## config.mk

```make
export PLATFORM = sky130hd
export DESIGN_NAME = action_scheduler
export DESIGN_NICKNAME = d
export VERILOG_FILES = /design/src/rtl/tetris_pkg.sv /design/src/rtl/gravity_timer.sv /design/src/rtl/action_scheduler.sv
export SDC_FILE = /design/constraint.sdc
export NUM_CORES = 1
export LEC_CHECK = 0
export BUFFER_PORTS_ARGS = -buffer_cell sky130_fd_sc_hd__buf_4
export CAP_MARGIN = 20
export CORE_MARGIN = 1.5
export CORE_UTILIZATION = 60
export DETAILED_ROUTE_END_ITERATION = 10
export GPL_TIMING_DRIVEN = 0
export PLACE_DENSITY = 0.82
export SYNTH_ARGS = -nofsm -noshare
export SYNTH_HDL_FRONTEND = slang
export SYNTH_HIERARCHICAL = 1
export SYNTH_SLANG_ARGS = --single-unit
```

## constraint.sdc

```tcl
create_clock -name clk_i -period 3 [get_ports clk_i]
set_input_delay 0.15 -clock clk_i [delete_from_list [all_inputs] [get_ports clk_i]]
set_output_delay 0.15 -clock clk_i [all_outputs]
set_load 0.02 [all_outputs]
```

## src/rtl/tetris_pkg.sv

```systemverilog
// Shared types for the piece-control blocks.
//   action_e      : executor index; also the bit index into the key, avail,
//                   start and done vectors.
//   sched_state_e : action_scheduler FSM states.
//   onehot()      : one-hot 4-bit vector for an action.
//   pick()        : highest-priority pending action. Bit 0 (rotate) wins,
//                   then left, right, down.
package tetris;

    localparam int unsigned NUM_ACTIONS = 4;

    typedef enum logic [1:0] {eRotate, eLeft, eRight, eDown} action_e;
    typedef enum logic [1:0] {eIDLE, eIssue, eBusy, eLand} sched_state_e;

    function automatic logic [NUM_ACTIONS-1:0] onehot(input action_e a);
        logic [NUM_ACTIONS-1:0] v;
        v    = '0;
        v[a] = 1'b1;
        return v;
    endfunction

    // Lowest set bit has the highest priority. The result is only used
    // when at least one bit is set.
    function automatic action_e pick(input logic [NUM_ACTIONS-1:0] p);
        action_e a;
        casez (p)
            4'b???1: a = eRotate;
            4'b??10: a = eLeft;
            4'b?100: a = eRight;
            default: a = eDown;
        endcase
        return a;
    endfunction

endpackage

```

## src/rtl/gravity_timer.sv

```systemverilog
// Gravity tick generator.
//   clk_i, reset_n_i : clock, asynchronous active-low reset
//   run_i            : count enable (game running and the piece is not landing)
//   clr_i            : synchronous clear of the counter (wins over counting)
//   period_i         : tick period in cycles; 0 behaves like 1
//   tick_o           : one-cycle pulse on the last cycle of each period
module gravity_timer #(
    parameter int unsigned period_width_p = 26
) (
    input  logic                      clk_i,
    input  logic                      reset_n_i,
    input  logic                      run_i,
    input  logic                      clr_i,
    input  logic [period_width_p-1:0] period_i,
    output logic                      tick_o
);

    logic [period_width_p-1:0] cnt_r;
    logic [period_width_p-1:0] limit;

    // Last count value of a period. A period of 0 clamps to 1, which gives
    // a limit of 0 and a tick on every running cycle.
    assign limit  = (period_i == '0) ? '0 : period_i - 1'b1;
    // A period change that leaves cnt_r already past the new limit ticks
    // right away rather than wrapping the counter.
    assign tick_o = run_i && (cnt_r >= limit);

    always_ff @(posedge clk_i or negedge reset_n_i) begin
        if (!reset_n_i)  cnt_r <= '0;
        else if (clr_i)  cnt_r <= '0;
        else if (tick_o) cnt_r <= '0;
        else if (run_i)  cnt_r <= cnt_r + 1'b1;
    end

endmodule

```

## src/rtl/action_scheduler.sv

```systemverilog
// Issues rotate/left/right/down actions one at a time to the piece executors,
// which share the current-state memory write port.
//   clk_i, reset_n_i : clock, asynchronous active-low reset
//   en_i             : game running; low clears pending requests and blocks
//                      new issues
//   period_i         : gravity period in cycles (0 behaves like 1)
//   key_i            : single-cycle key pulses, indexed by action_e
//   avail_i          : move is legal for the current piece, indexed by action_e
//   exe_v_o          : one-hot, one-cycle start pulse to an executor
//   exe_done_i       : executor done pulses, indexed by action_e
//   land_v_o         : landing request, held until land_ready_i is seen
//   land_ready_i     : landing/new-piece logic accepts the request
//   busy_o           : scheduler is not idle
//   err_o            : sticky flag; an executor failed to report done in time
module action_scheduler
    import tetris::*;
#(
    parameter int unsigned period_width_p = 26,
    parameter int unsigned timeout_p      = 255
) (
    input  logic                      clk_i,
    input  logic                      reset_n_i,
    input  logic                      en_i,
    input  logic [period_width_p-1:0] period_i,
    input  logic [NUM_ACTIONS-1:0]    key_i,
    input  logic [NUM_ACTIONS-1:0]    avail_i,
    output logic [NUM_ACTIONS-1:0]    exe_v_o,
    input  logic [NUM_ACTIONS-1:0]    exe_done_i,
    output logic                      land_v_o,
    input  logic                      land_ready_i,
    output logic                      busy_o,
    output logic                      err_o
);

    // The watchdog only has to hold 0 .. timeout_p-1.
    localparam int unsigned WDOG_W = (timeout_p < 2) ? 1 : $clog2(timeout_p);
    localparam logic [WDOG_W-1:0] WDOG_LAST = WDOG_W'(timeout_p - 1);

    sched_state_e             state_r, state_n;
    action_e                  sel_r, sel_n, pick_a;
    logic [NUM_ACTIONS-1:0]   pend_r, pend_set, pend_clr;
    logic [WDOG_W-1:0]        wdog_r;
    logic                     err_r, err_set;
    logic                     land_accept;
    logic                     tick;

    gravity_timer #(.period_width_p(period_width_p)) u_gravity (
        .clk_i     (clk_i),
        .reset_n_i (reset_n_i),
        .run_i     (en_i && (state_r != eLand)),
        .clr_i     (!en_i || land_accept),
        .period_i  (period_i),
        .tick_o    (tick)
    );

    // A gravity tick is a down request. Requests that arrive while one of
    // the same kind is still pending merge with it.
    assign pend_set = key_i | {tick, {(NUM_ACTIONS-1){1'b0}}};
    assign pick_a   = pick(pend_r);

    always_comb begin
        state_n     = state_r;
        sel_n       = sel_r;
        pend_clr    = '0;
        err_set     = 1'b0;
        land_accept = 1'b0;
        exe_v_o     = '0;
        land_v_o    = 1'b0;
        case (state_r)
            eIDLE: begin
                if (en_i && (|pend_r)) begin
                    sel_n = pick_a;
                    if (avail_i[pick_a]) begin
                        state_n  = eIssue;
                        pend_clr = onehot(pick_a);
                    end else if (pick_a == eDown) begin
                        // A blocked down means the piece has landed. Other
                        // queued moves no longer apply to this piece.
                        state_n  = eLand;
                        pend_clr = '1;
                    end else begin
                        // An illegal move is dropped. The next pending
                        // request is picked on the following cycle.
                        pend_clr = onehot(pick_a);
                    end
                end
            end
            eIssue: begin
                exe_v_o = onehot(sel_r);
                state_n = eBusy;
            end
            eBusy: begin
                if (exe_done_i[sel_r]) begin
                    state_n = eIDLE;
                end else if (wdog_r == WDOG_LAST) begin
                    state_n = eIDLE;
                    err_set = 1'b1;
                end
            end
            eLand: begin
                land_v_o = 1'b1;
                if (land_ready_i) begin
                    land_accept = 1'b1;
                    state_n     = eIDLE;
                    pend_clr    = '1;
                end
            end
            default: state_n = eIDLE;
        endcase
    end

    always_ff @(posedge clk_i or negedge reset_n_i) begin
        if (!reset_n_i) begin
            state_r <= eIDLE;
            sel_r   <= eRotate;
            pend_r  <= '0;
            wdog_r  <= '0;
            err_r   <= 1'b0;
        end else begin
            state_r <= state_n;
            sel_r   <= sel_n;
            // A new request in the same cycle survives the clear of a
            // serviced one.
            pend_r  <= en_i ? ((pend_r & ~pend_clr) | pend_set) : '0;
            // Held at zero outside eBusy, so it starts from 0 on every entry.
            wdog_r  <= (state_r == eBusy) ? wdog_r + 1'b1 : '0;
            err_r   <= err_r | err_set;
        end
    end

    assign busy_o = (state_r != eIDLE);
    assign err_o  = err_r;

endmodule

```

* After elaboration in Yosys (flattened, before gate mapping) *
Cells that the tools add are included.

storage, ports and cells
  output and inout port bits = 7
  flip-flop bits (word level) = 43
  bits of input ports = 42
  logic and storage cells = 79

cells by class
  equal/unequal tests = 12
  reductions and logical operators = 14
  add/sub/neg operators = 3
  bitwise logic cells = 5
  multiplexer cells = 34
  order comparisons = 5

operators by type and width
  cell                                                         number
  two-way mux 26 bit                                           4
  adder 26 x 1 -> 26 bit (second input constant)               1
  >= comparator 26 bit                                         1
  zero test 26 bit                                             1
  subtractor 26 x 1 -> 26 bit (second input constant)          1
  two-way mux 4 bit                                            6
  two-way mux 2 bit                                            6
  two-way mux 1 bit                                            10
  adder 8 x 1 -> 8 bit (second input constant)                 1
  == test 2 bit (second input constant)                        4
  == test 8 bit (second input constant)                        1
  two-way mux 8 bit                                            1
  OR 4 bit                                                     2
  one-hot mux 2 bit (4 select lines)                           1
  one-hot mux 4 bit (2 select lines)                           1
  less-than comparator 2 x 3 -> 1 bit (second input constant)  2
  != test 2 bit (second input constant)                        3
  != test 3 bit (second input constant)                        2
  one-hot mux 2 bit (3 select lines)                           1
  logical AND 1 bit                                            5
  bitwise AND 4 bit                                            1
  binary-select mux 1 bit (select 2 bit)                       2
  demux 1 bit (select 2 bit)                                   2
  >= comparator 2 x 1 -> 1 bit (second input constant)         2
  other kinds (12)                                             12

* Depth between registers and ports, before layout *
  word-level depth = 14
  gate-level depth with buffers = 17

* Modules after synthesis *
The synthesis kept the hierarchy.

modules (own cells, without submodules)
  module            sequential area each (um2)  times used  cells each  area each (um2)
  gravity_timer     650.6                       1           348         2776.4
  action_scheduler  425.4                       1           126         1202.4

* Least setup slack after synthesis *
Ideal clock, no wire load.

  path kind = input to register
  from = in period_i[10]
  to = reg u_gravity.cnt_r[8]
  cell stages on the path = 15
  arrival time = 3459 ps
  data required time = 2867 ps
  library setup time = 133 ps
  path slack = -592 ps
  path through = or4_4 -> or3_4 -> nor3_4 -> nand2_1 -> nor4b_4 -> mux2i_1 -> ha_1 -> nand4_1 -> nor4_1 -> a22oi_1 -> and3_1 -> clkbuf_1 -> nand3_1 -> clkbuf_1 -> o31ai_1

between the ends
  longest elaborated chain between the ends = 6

RTL lines
  item                                                                    RTL line                source
  start: declaration                                                      action_scheduler.sv:24  input logic [period_width_p-1:0] period_i,
  subtractor 26 x 1 -> 26 bit / zero test 26 bit (equally long branches)  gravity_timer.sv:23     assign limit = (period_i == '0) ? '0 : period_i - 1'b1;
  two-way mux 26 bit (*)                                                  gravity_timer.sv:23
  >= comparator 26 bit (*)                                                gravity_timer.sv:26     assign tick_o = run_i && (cnt_r >= limit);
  logical AND 1 bit (*)                                                   gravity_timer.sv:26
  two-way mux 26 bit                                                      gravity_timer.sv:31     else if (tick_o) cnt_r <= '0;
  two-way mux 26 bit                                                      gravity_timer.sv:30     else if (clr_i) cnt_r <= '0;
  end signal: assignment                                                  gravity_timer.sv:32     else if (run_i) cnt_r <= cnt_r + 1'b1;
  end: declaration                                                        gravity_timer.sv:18     logic [period_width_p-1:0] cnt_r;

Every way passes the cells marked *; elsewhere a longest branch is shown, timed or not.
A chain may end at the register's enable or synchronous reset.

* Final worst setup path *
  from = in period_i[10]
  to = reg u_gravity.cnt_r[9]

The elaborated chain is that of the path after synthesis.

==> impl_metrics.toml <==
[synth]
async_reset_ff_frac = 1.00
synth_nets = 555
synthCells = 474
synthFlopType = "dfrtp_1"
ys_warn_count = 6
syn_avg_cell_area_um2 = 8.39
synth_edf_count = 0
ys_seq_area_frac = 0.270
syn_area_mm2 = 0.00398
netlist-cell-type-count = 74
ys_ff_latch = 43

[sta]
whs_ps = 47.9
setup_viol = 27
worst_pin_slew_ps = 789
rsz0062_at_grt = "true"
slew_headroom = 0.474
fin_skew_ps = 12.2
max_freq_ghz = 0.287
slew_viol_final = 0
hold_violations = 0
period_needed_ps = 3490
setup_ws_ps = -486
fin_crit_sh = 1.16

[routing]
dr_total_vias = 4141
first_pass_iters = 5
routed_wirelength_um = 11500
avgRoutedWirePerCell_um = 18.3
drc_errors = 0
via_per_inst = 6.58
postRouteAntennaNets = 0
drt_iter0_drc = 314

[pwr]
p_leak_nw = 2.25
intPower_mw = 1.24
irDropWorstVdd_uv = 378
power.clock.fraction = 0.236
finalPower_mw = 2.03
powerDensity_mw_per_mm2 = 392
p_sw_frac = 0.388
seqPwrFrac = 0.337
p_comb_frac = 0.427
switchingPower_mw = 0.787

[min_path]
worstHoldPathType = "in -> reg"
holdPathStages = 3

[placed_design]
place_hpwl_um = 7630
post_dp_cell_area_mm2 = 0.00454
portBuffers = 48
place.gp.congestion = 0.834
placed_cells = 599

[final_layout]
design_area_mm2 = 0.00518
layout.nets = 632
drive_above_1_share = 0.274
fillCellCount = 395
area_growth_pct = 30.3
layout.area.seq_mm2 = 0.00108
final_core_util = 0.812
final_cell_count_no_fill = 629
multi_input_area_mm2 = 0.00304
diodes = 0

[grt]
gr-usage-all-layers = 0.314
grt_remaining_overflow = 0
grt_pass1_wl_um = 18200
grt_pass1_vias = 4074
grt_max_degree = 44
antenna_found_initial = 0

[die]
die_h_um = 84.4
dieWidth_um = 84.4
num_rows = 29
initial_utilization = 0.623
core_region_area_mm2 = 0.00639
boundaryPins = 49
dieArea_mm2 = 0.00713

[cts]
insertion_delay_ps = 310
clk_path_buf_depth = 2
cts_made_buffers = 5
htree_levels = 2
numClockSinks = 43
root_buffer = "clkbuf_8"
cts_tree = "yes"
path_clk_slew_ps = 100

[worst_setup_path]
worstPathRequired_ps = 3220
path_class = "in -> reg"
r2r_cells = 7
cp-end-kind = "flop"
critPathMaxFanout = 9
crit_arrival_ps = 3710
crit_path_start_kind = "input pin"

[flow_run]
drv_cap = 0

[run_status]
violations = "setup timing"
status = "finished with violations"
-- Yosys cell counts, drive strengths merged, types with 2 or more instances --
cell type / instances / area share
a21o: 6 / 0.011
o22ai: 5 / 0.0079
and3: 8 / 0.014
o211ai: 5 / 0.0094
a31oi: 8 / 0.013
nor2b: 8 / 0.013
nor3b: 3 / 0.0057
nor2: 24 / 0.025
a21boi: 4 / 0.0075
o211a: 2 / 0.0050
nand3: 24 / 0.030
buf: 5 / 0.011
o21ai: 19 / 0.024
nor3: 17 / 0.027
inv: 20 / 0.019
xor2: 13 / 0.029
or3: 7 / 0.014
o311ai: 3 / 0.0066
nand2b: 5 / 0.0079
and2: 11 / 0.017
or2: 2 / 0.0031
ha: 39 / 0.12
and4: 4 / 0.0088
a32oi: 8 / 0.018
nor4b: 3 / 0.010
a21oi: 17 / 0.021
or4: 6 / 0.013
nand2: 66 / 0.064
o21a: 2 / 0.0038
dfrtp: 43 / 0.27
mux2i: 6 / 0.015
mux2: 2 / 0.0066
o31ai: 6 / 0.011
xnor2: 12 / 0.026
nor4: 5 / 0.013
nand4: 24 / 0.039
nand3b: 3 / 0.0057
a211oi: 3 / 0.0057
a22oi: 2 / 0.0050
clkbuf: 12 / 0.011
-- registers in the layout (all words and copies together) (netlist names) --
name / count
u_gravity/cnt_r: 26
sel_r: 2
err_o: 1
state_r: 2
pend_r: 4
wdog_r: 8
-- layout make-up --
| class | instances | area share |
|---|---|---|
| Buffer | 17 | 0.0355 |
| Clock buffer | 5 | 0.0133 |
| Clock inverter | 3 | 0.00845 |
| Inverter | 20 | 0.0145 |
| Multi-Input combinational cell | 394 | 0.586 |
| Sequential cell | 43 | 0.208 |
| Tap cell | 77 | 0.0186 |
| Timing Repair Buffer | 70 | 0.116 |
-- logic make-up (layout without fill, tap and decap cells) --
kind of cell,Yosys count,after routing,share of synthesized area
buffers and inverters,37,115,0.0415
adder cells (fa/ha/maj),39,39,0.123
flip-flops,43,43,0.270
XOR/XNOR,25,25,0.0550
multiplexers,8,8,0.0217
AO/OA/AOI/OAI,101,101,0.176
AND/OR/NAND/NOR,221,221,0.313
-- layer usage --
layer,vias up,track usage,share of wire
met5,-,0,0
met3,49,0.0580,0.057
met1,1981,0.362,0.39
met4,0,0.138,0.033
met2,188,0.567,0.52
li1,1923,-,-
-- per-stage QoR --
| stage | TNS [ps] | setup WS [ps] |
|---|---|---|
| after floorplan | -8180 | -368 |
| after global placement | -20580 | -869 |
| after detailed placement | -22470 | -951 |
| after CTS | -7610 | -366 |
| after global routing | -13130 | -563 |
| final | -10280 | -486 |
-- cell usage in the layout (no fill, tap or decap), types with 4 or more instances in the layout --
cell,synthesis,layout
nor2b_1,8,8
clkbuf_1,12,6
and3_1,7,6
o21ai_0,13,11
o31ai_1,6,5
mux2i_1,6,6
a32oi_1,8,4
o22ai_1,5,5
a21o_1,6,6
ha_1,39,37
nor3_4,1,4
a32oi_2,0,4
nor3_1,14,11
nand2_1,63,61
a21oi_1,17,11
nand3_1,24,19
dfrtp_1,43,43
a21oi_2,0,6
clkbuf_8,0,6
o21ai_1,6,8
nand2_2,3,4
inv_1,18,18
buf_4,1,57
nand2b_1,5,5
xnor2_1,12,12
nand4_1,23,23
and2_1,11,11
o211ai_1,5,5
buf_6,3,13
or3_1,5,5
buf_8,0,5
nor2_1,22,19
and4_1,4,4
xor2_1,13,13
a31oi_1,8,4
-- critical path, stage by stage --
cell and delay, ps:
buf_6 90, or4_4 530, or3_4 390, nor2_4 120
nand4_4 140, or2_1 260, buf_6 130, buf_12 120
nand2_1 60, ha_1 240, a21oi_1 190, o21ai_1 110
a22oi_1 230, and3_1 220, clkbuf_8 160, nand3_4 120
buf_8 200, o31ai_1 220
-- path summary, 6_finish.rpt --
check / startpoint / endpoint / slack (ps)
max: period_i[10] / u_gravity/cnt_r[9] / -490
max in group asynchronous: reset_n_i / u_gravity/cnt_r[12] / 2230
min: key_i[2] / pend_r[2] / 50
max reg2reg: state_r[1] / u_gravity/cnt_r[8] / 440
min in group asynchronous: reset_n_i / pend_r[2] / 360
min reg2reg: err_o / err_o / 480
-- repair_timing --
item | 4_1_cts | 5_1_grt
cloned | 5 | 0
hold endpoints to repair | 43 | 0
hold buffers | 1 | 0
setup buffers | 13 | 3
resized for setup | 31 | 36
pin swaps | 25 | 15
setup endpoints to repair | 27 | 27
-- power by group through the flow --
stage          Clock [mW]  Sequential [mW]  Combinational [mW]
2_1_floorplan           0            0.682               0.568
3_3_place_gp            0            0.694               0.785
3_5_place_dp            0            0.696               0.812
4_1_cts             0.485            0.684               0.838
5_1_grt             0.514            0.694               0.950
6_report            0.479            0.685               0.867
No activity file was read; power rests on OpenSTA's default activity.
